## config.mk

```make
export PLATFORM = sky130hd
export DESIGN_NAME = i2s_tx_xover
export DESIGN_NICKNAME = d
export VERILOG_FILES = /design/src/rtl/i2s_tx_xover_pkg.sv /design/src/rtl/sat_s32_to_s24.sv /design/src/rtl/i2s_tx_xover.sv
export SDC_FILE = /design/constraint.sdc
export NUM_CORES = 1
export LEC_CHECK = 0
export ABC_CLOCK_PERIOD_IN_PS = 2500
export CORE_UTILIZATION = 55
export DETAILED_ROUTE_END_ITERATION = 6
export PLACE_DENSITY_LB_ADDON = 0.12
export SLEW_MARGIN = 30
export SYNTH_ARGS = -nofsm -noshare
export SYNTH_HDL_FRONTEND = slang
export SYNTH_HIERARCHICAL = 1
export SYNTH_SLANG_ARGS = --single-unit
```

## constraint.sdc

```tcl
create_clock -name i_mck -period 2.5 [get_ports i_mck]
set_input_delay 0.75 -clock i_mck [delete_from_list [all_inputs] [get_ports i_mck]]
set_output_delay 0.75 -clock i_mck [all_outputs]
set_load 0.02 [all_outputs]
```

## src/rtl/i2s_tx_xover_pkg.sv

```systemverilog
// Shared constants for the crossover I2S transmitter.
package i2s_tx_xover_pkg;

    localparam int unsigned c_I2S_MCK_PER_BCK = 4;
    localparam int unsigned c_I2S_SLOT_BITS   = 32;
    localparam int unsigned c_I2S_DATA_BITS   = 24;
    // One stereo frame in mck cycles (256 with the defaults, i.e. mck = 256*fs).
    localparam int unsigned c_I2S_FRAME_MCK   = 2 * c_I2S_SLOT_BITS * c_I2S_MCK_PER_BCK;

endpackage

```

## src/rtl/sat_s32_to_s24.sv

```systemverilog
// Combinational saturation of a signed 32-bit sample to signed DATA_BITS.
module sat_s32_to_s24
    import i2s_tx_xover_pkg::*;
#(
    parameter int unsigned DATA_BITS = c_I2S_DATA_BITS
) (
    input  logic signed [31:0]          i_din,
    output logic        [DATA_BITS-1:0] o_dout
);

    // Largest and smallest representable DATA_BITS values, sign-extended to 32 bits.
    localparam logic signed [31:0] c_MAX = 32'sh7FFF_FFFF >>> (32 - DATA_BITS);
    localparam logic signed [31:0] c_MIN = ~c_MAX;

    // Clip to the signed range, otherwise keep the low bits unchanged.
    always_comb begin
        o_dout = i_din[DATA_BITS-1:0];
        if (i_din > c_MAX) begin
            o_dout = {1'b0, {(DATA_BITS-1){1'b1}}};
        end else if (i_din < c_MIN) begin
            o_dout = {1'b1, {(DATA_BITS-1){1'b0}}};
        end
    end

endmodule

```

## src/rtl/i2s_tx_xover.sv

```systemverilog
// Stereo I2S transmitter: woofer (LPF) and tweeter (HPF) data lines, self-generated BCK/LRCK.
module i2s_tx_xover
    import i2s_tx_xover_pkg::*;
#(
    parameter int unsigned MCK_PER_BCK = c_I2S_MCK_PER_BCK,
    parameter int unsigned SLOT_BITS   = c_I2S_SLOT_BITS,
    parameter int unsigned DATA_BITS   = c_I2S_DATA_BITS
) (
    input  logic               i_mck,
    input  logic               i_rstn,
    input  logic signed [31:0] i_lpf_l,
    input  logic signed [31:0] i_hpf_l,
    input  logic signed [31:0] i_lpf_r,
    input  logic signed [31:0] i_hpf_r,
    input  logic               i_sample_valid,
    output logic               o_bck,
    output logic               o_lrck,
    output logic               o_sd_lpf,
    output logic               o_sd_hpf,
    output logic               o_frame_start,
    output logic               o_underrun
);

    localparam int unsigned c_FRAME = 2 * SLOT_BITS * MCK_PER_BCK;
    localparam int unsigned c_CNT_W = $clog2(c_FRAME);
    localparam int unsigned c_SR_W  = 2 * SLOT_BITS;
    localparam logic [c_CNT_W-1:0] c_CNT_MAX = c_CNT_W'(c_FRAME - 1);

    logic [c_CNT_W-1:0]   r_cnt;
    logic [c_CNT_W-1:0]   w_cnt_nxt;
    logic [31:0]          w_cnt_ext;
    logic [31:0]          w_phase_nxt;
    logic [31:0]          w_bit_nxt;
    logic                 w_load;
    logic                 w_shift;

    logic [DATA_BITS-1:0] w_sat_lpf_l;
    logic [DATA_BITS-1:0] w_sat_hpf_l;
    logic [DATA_BITS-1:0] w_sat_lpf_r;
    logic [DATA_BITS-1:0] w_sat_hpf_r;

    logic [DATA_BITS-1:0] r_hold_lpf_l;
    logic [DATA_BITS-1:0] r_hold_hpf_l;
    logic [DATA_BITS-1:0] r_hold_lpf_r;
    logic [DATA_BITS-1:0] r_hold_hpf_r;
    logic                 r_new;

    logic [c_SR_W-1:0]    r_sr_lpf;
    logic [c_SR_W-1:0]    r_sr_hpf;
    logic [c_SR_W-1:0]    w_ld_lpf;
    logic [c_SR_W-1:0]    w_ld_hpf;

    logic                 r_bck;
    logic                 r_lrck;
    logic                 r_frame_start;
    logic                 r_underrun;

    // Next counter value and its bit/phase split; registered outputs are decoded from it.
    always_comb begin
        w_load      = (r_cnt == c_CNT_MAX);
        w_cnt_nxt   = w_load ? '0 : r_cnt + 1'b1;
        w_cnt_ext   = 32'(w_cnt_nxt);
        w_phase_nxt = w_cnt_ext % MCK_PER_BCK;
        w_bit_nxt   = w_cnt_ext / MCK_PER_BCK;
        // Data advances at every bit boundary except the frame wrap, which reloads instead.
        w_shift     = (w_phase_nxt == 32'd0) && !w_load;
        // Left word in the upper slot, right word in the lower, each left-justified.
        w_ld_lpf    = (c_SR_W'(r_hold_lpf_l) << (c_SR_W - DATA_BITS))
                    | (c_SR_W'(r_hold_lpf_r) << (SLOT_BITS - DATA_BITS));
        w_ld_hpf    = (c_SR_W'(r_hold_hpf_l) << (c_SR_W - DATA_BITS))
                    | (c_SR_W'(r_hold_hpf_r) << (SLOT_BITS - DATA_BITS));
    end

    sat_s32_to_s24 #(.DATA_BITS(DATA_BITS)) u_sat_lpf_l (.i_din(i_lpf_l), .o_dout(w_sat_lpf_l));
    sat_s32_to_s24 #(.DATA_BITS(DATA_BITS)) u_sat_hpf_l (.i_din(i_hpf_l), .o_dout(w_sat_hpf_l));
    sat_s32_to_s24 #(.DATA_BITS(DATA_BITS)) u_sat_lpf_r (.i_din(i_lpf_r), .o_dout(w_sat_lpf_r));
    sat_s32_to_s24 #(.DATA_BITS(DATA_BITS)) u_sat_hpf_r (.i_din(i_hpf_r), .o_dout(w_sat_hpf_r));

    // Free-running frame counter.
    always_ff @(posedge i_mck or negedge i_rstn) begin
        if (!i_rstn) begin
            r_cnt <= '0;
        end else begin
            r_cnt <= w_cnt_nxt;
        end
    end

    // Bit clock, one-BCK-early word select and frame marker, aligned with the counter.
    always_ff @(posedge i_mck or negedge i_rstn) begin
        if (!i_rstn) begin
            r_bck         <= 1'b0;
            r_lrck        <= 1'b0;
            r_frame_start <= 1'b0;
        end else begin
            r_bck         <= (w_phase_nxt >= MCK_PER_BCK / 2);
            r_lrck        <= (w_bit_nxt >= SLOT_BITS - 1) && (w_bit_nxt <= 2 * SLOT_BITS - 2);
            r_frame_start <= (w_cnt_nxt == '0);
        end
    end

    // Holding registers; a pulse on the load edge still sets new_flag for the next frame.
    always_ff @(posedge i_mck or negedge i_rstn) begin
        if (!i_rstn) begin
            r_hold_lpf_l <= '0;
            r_hold_hpf_l <= '0;
            r_hold_lpf_r <= '0;
            r_hold_hpf_r <= '0;
            r_new        <= 1'b0;
        end else if (i_sample_valid) begin
            r_hold_lpf_l <= w_sat_lpf_l;
            r_hold_hpf_l <= w_sat_hpf_l;
            r_hold_lpf_r <= w_sat_lpf_r;
            r_hold_hpf_r <= w_sat_hpf_r;
            r_new        <= 1'b1;
        end else if (w_load) begin
            r_new        <= 1'b0;
        end
    end

    // Shifters load at frame wrap (flagging a stale reload) and shift MSB-first otherwise.
    always_ff @(posedge i_mck or negedge i_rstn) begin
        if (!i_rstn) begin
            r_sr_lpf   <= '0;
            r_sr_hpf   <= '0;
            r_underrun <= 1'b0;
        end else if (w_load) begin
            r_sr_lpf   <= w_ld_lpf;
            r_sr_hpf   <= w_ld_hpf;
            r_underrun <= r_underrun | ~r_new;
        end else if (w_shift) begin
            r_sr_lpf   <= r_sr_lpf << 1;
            r_sr_hpf   <= r_sr_hpf << 1;
        end
    end

    assign o_bck         = r_bck;
    assign o_lrck        = r_lrck;
    assign o_frame_start = r_frame_start;
    assign o_underrun    = r_underrun;
    assign o_sd_lpf      = r_sr_lpf[c_SR_W-1];
    assign o_sd_hpf      = r_sr_hpf[c_SR_W-1];

endmodule

```

==> flow_metrics.tcl <==
set metrics [dict create \
    drc 0 \
    finalCriticalPeriod_ns 2.349 \
    dr.pass1.iters 4 \
    synth_flop_cell "dfrtp_1" \
    port_buffers 136 \
    worst-path-stages 1 \
    hp-class "in2async" \
    slowest_stage "clkdlybuf4s50_1" \
    post-dp-hpwl_mm 12.28 \
    synthArstFlopShare_pct 100.0 \
    cts_resized 0 \
    rsz0062_at_grt "no" \
    finalWorstSetupSlack_ns 0.1507 \
    fillerInstances 1399 \
    first_global_vias 7140 \
    fin_area_sq_um 12510 \
    die_x_microns 137.4 \
    crit_type "reg2out" \
    syn_area_sq_um 10080 \
    layout.nets 1213 \
    skew_ns 0.01620 \
    worst_slew_pin_slew_ns 0.9541 \
    cp.arrival_ns 1.60 \
    critical_path.top_delay_family "buffers and inverters" \
    cap_violations 0 \
    finalNonFillerCells 1328 \
    synth_area_leaders "dfrtp_1 (55%), mux2_2 (11%), nand2_1 (7.6%)" \
    antenna_found_initial 0 \
    cts_max_path_buffers 3 \
    crit_end "o_bck" \
    cts_hold_buf 0 \
    clock_latency_ns 0.51 \
    num_vias 7430 \
    cts.sinks 220 \
    max_slew_margin_pct 36.39 \
    timing.final.crit_share_pct 93.97 \
    drive_gt1_share_pct 17.74 \
    outcome "finished clean" \
    grtUsageTotal_pct 22.77 \
    worst-path-max-fanout 5 \
    hold_viol 0 \
    dp_cells 1284 \
    cts_setup_buffers 0 \
    wire_per_inst_microns 15.54 \
    synth_edf_count 0 \
    grt_first_pass_wirelength_mm 34.60 \
    viasPerCell 5.595 \
    core_sq_um 17960 \
    gp_congestion 0.7345 \
    area_growth_pct 24.09 \
    die-area_sq_um 18880 \
    htreeDepth 1 \
    power.total_uw 8192 \
    yosys_warnings 6 \
    wl_mm 20.64 \
    synth_seq_cells 220 \
    reg2reg_depth 6 \
    finalMaxSlewViolations 0 \
    setup_violations 0 \
    max_freq_ghz 0.4257 \
    regToRegEndpoint "r_sr_lpf[17]" \
    ant_nets 0 \
    synth_cells 971 \
    synth_common_cells "dfrtp_1 (220), nand2_1 (204), nor2_1 (100), mux2_2 (96), a31oi_1 (94)" \
    grt.overflow.total 0 \
    io_pins 137 \
    syn_avg_cell_area_sq_um 10.38 \
    synth_top_cell_by_area "dfrtp_1" \
    grt_max_degree 126 \
    timing.rr.start "r_cnt[1]" \
    drt_iter0_drc 499 \
    p_leak_uw 0.005293 \
    synth_top_cell_area_share_pct 54.60 \
    start_util_pct 56.13 \
    cts_tree "built" \
    critPathLaunchType "flip-flop" \
    utilization_pct 69.65 \
    yosysMostFrequentCell "dfrtp_1" \
    reg2reg_slack_ns 0.50 \
    critPathBufInv 1 \
    ys_seq_area_share_pct 54.60 \
    ir_drop_v 0.0005084 \
    required_ns 1.75 \
    die_h_microns 137.4 \
    root_buffer "clkbuf_16" \
    antennaDiodeCount 0 \
    synth_cell_type_count 34 \
    powerDensity_nw_per_um2 654.8 \
    cts_inserted_buffers 24 \
    rows 49 \
    post_dp_cell_area_sq_um 11660 \
    synth_nets 1103 \
    path_cells "clkdlybuf4s50_1" \
    crit_path_start "r_cnt[1]" \
    end_kind "output port" \
    clkTransAtPathRegs_ns 0.06 \
    crit_path_max_incr_delay_ns 0.65 \
    place_ws_ns -0.1595 \
]
## stage by stage
step	setup TNS [ns]	hold slack, ns
after global placement	-7.458	0.4386
after global routing	0	0.2523
after CTS	0	0.2394
final	0	0.2174
after detailed placement	-8.363	0.4726
after floorplan	0	0.4327
## cells by family (layout without fill, tap and decap cells)
logic type / Yosys count / in the layout / share of synthesized area, %
AND/OR/NAND/NOR: 336 / 336 / 13.44
AO/OA/AOI/OAI: 222 / 222 / 15.85
flip-flops: 220 / 220 / 54.60
multiplexers: 96 / 96 / 10.72
buffers and inverters: 89 / 217 / 4.654
XOR/XNOR: 7 / 7 / 0.6081
adder cells (fa/ha/maj): 1 / 1 / 0.1241
## power by group
part	leakage [uW]	switching, uW	internal (uW)
combinational	0.00210	272	437
clock	0.000413	1370	2280
sequential	0.00278	88.6	3740
## final cells by class
type                       instances  area, sq um  share of cell area [%]
sequential                       220         5505                   44.00
multi-input combinational        662         4148                   33.15
timing repair buffer             168         1720                   13.75
clock buffer                      36        716.9                   5.731
tap                              229        286.5                   2.290
clock inverter                     8        115.1                  0.9201
inverter                           5        18.77                  0.1500
## layout by cell type, fill, tap and decap left out, types with 2 or more instances in the layout
cell / n
a22o_1: 2
mux2_2: 96
bufinv_16: 3
a21o_2: 12
nor4_2: 4
nor2_1: 100
and3_1: 3
a31oi_1: 94
nand2_1: 204
xnor2_1: 4
buf_12: 9
nand3_1: 8
o21ai_0: 2
clkbuf_16: 25
nand2b_1: 2
nor3_1: 4
inv_1: 4
dfrtp_1: 220
o21ai_4: 2
clkinv_2: 5
o2bb2ai_1: 16
nand4_1: 9
buf_4: 23
a21oi_1: 3
xor2_1: 3
clkbuf_1: 6
a31oi_2: 4
clkbuf_8: 5
a21o_1: 81
clkdlybuf4s50_1: 134
o21ai_2: 2
## worst min-delay path by stage
stage	start	end	slack, ns	depth (start not counted)
after floorplan	r_new	o_underrun	0.43	1
after global placement	r_new	o_underrun	0.44	1
after detailed placement	o_underrun	o_underrun	0.47	1
after CTS	i_rstn	r_sr_lpf[51]	0.24	1
after global routing	i_rstn	r_sr_lpf[52]	0.25	1
final	i_rstn	r_sr_lpf[52]	0.22	1
## layer usage
| metal | track usage, % | wire (microns) | vias up |
|---|---|---|---|
| met5 | 0 | 0 | - |
| met4 | 5.128 | 409 | 0 |
| met3 | 3.790 | 862 | 34 |
| met2 | 36.57 | 9667 | 149 |
| met1 | 32.41 | 9701 | 3664 |
| li1 | - | - | 3583 |
## registers in the layout (all words and copies together), names as in the netlist
| register | count |
|---|---|
| o_lrck | 1 |
| r_hold_lpf_r | 24 |
| r_cnt | 8 |
| r_sr_hpf | 56 |
| o_frame_start | 1 |
| o_underrun | 1 |
| r_hold_lpf_l | 24 |
| r_new | 1 |
| r_sr_lpf | 56 |
| r_hold_hpf_r | 24 |
| r_hold_hpf_l | 24 |
(Power assumes the default switching activity.)
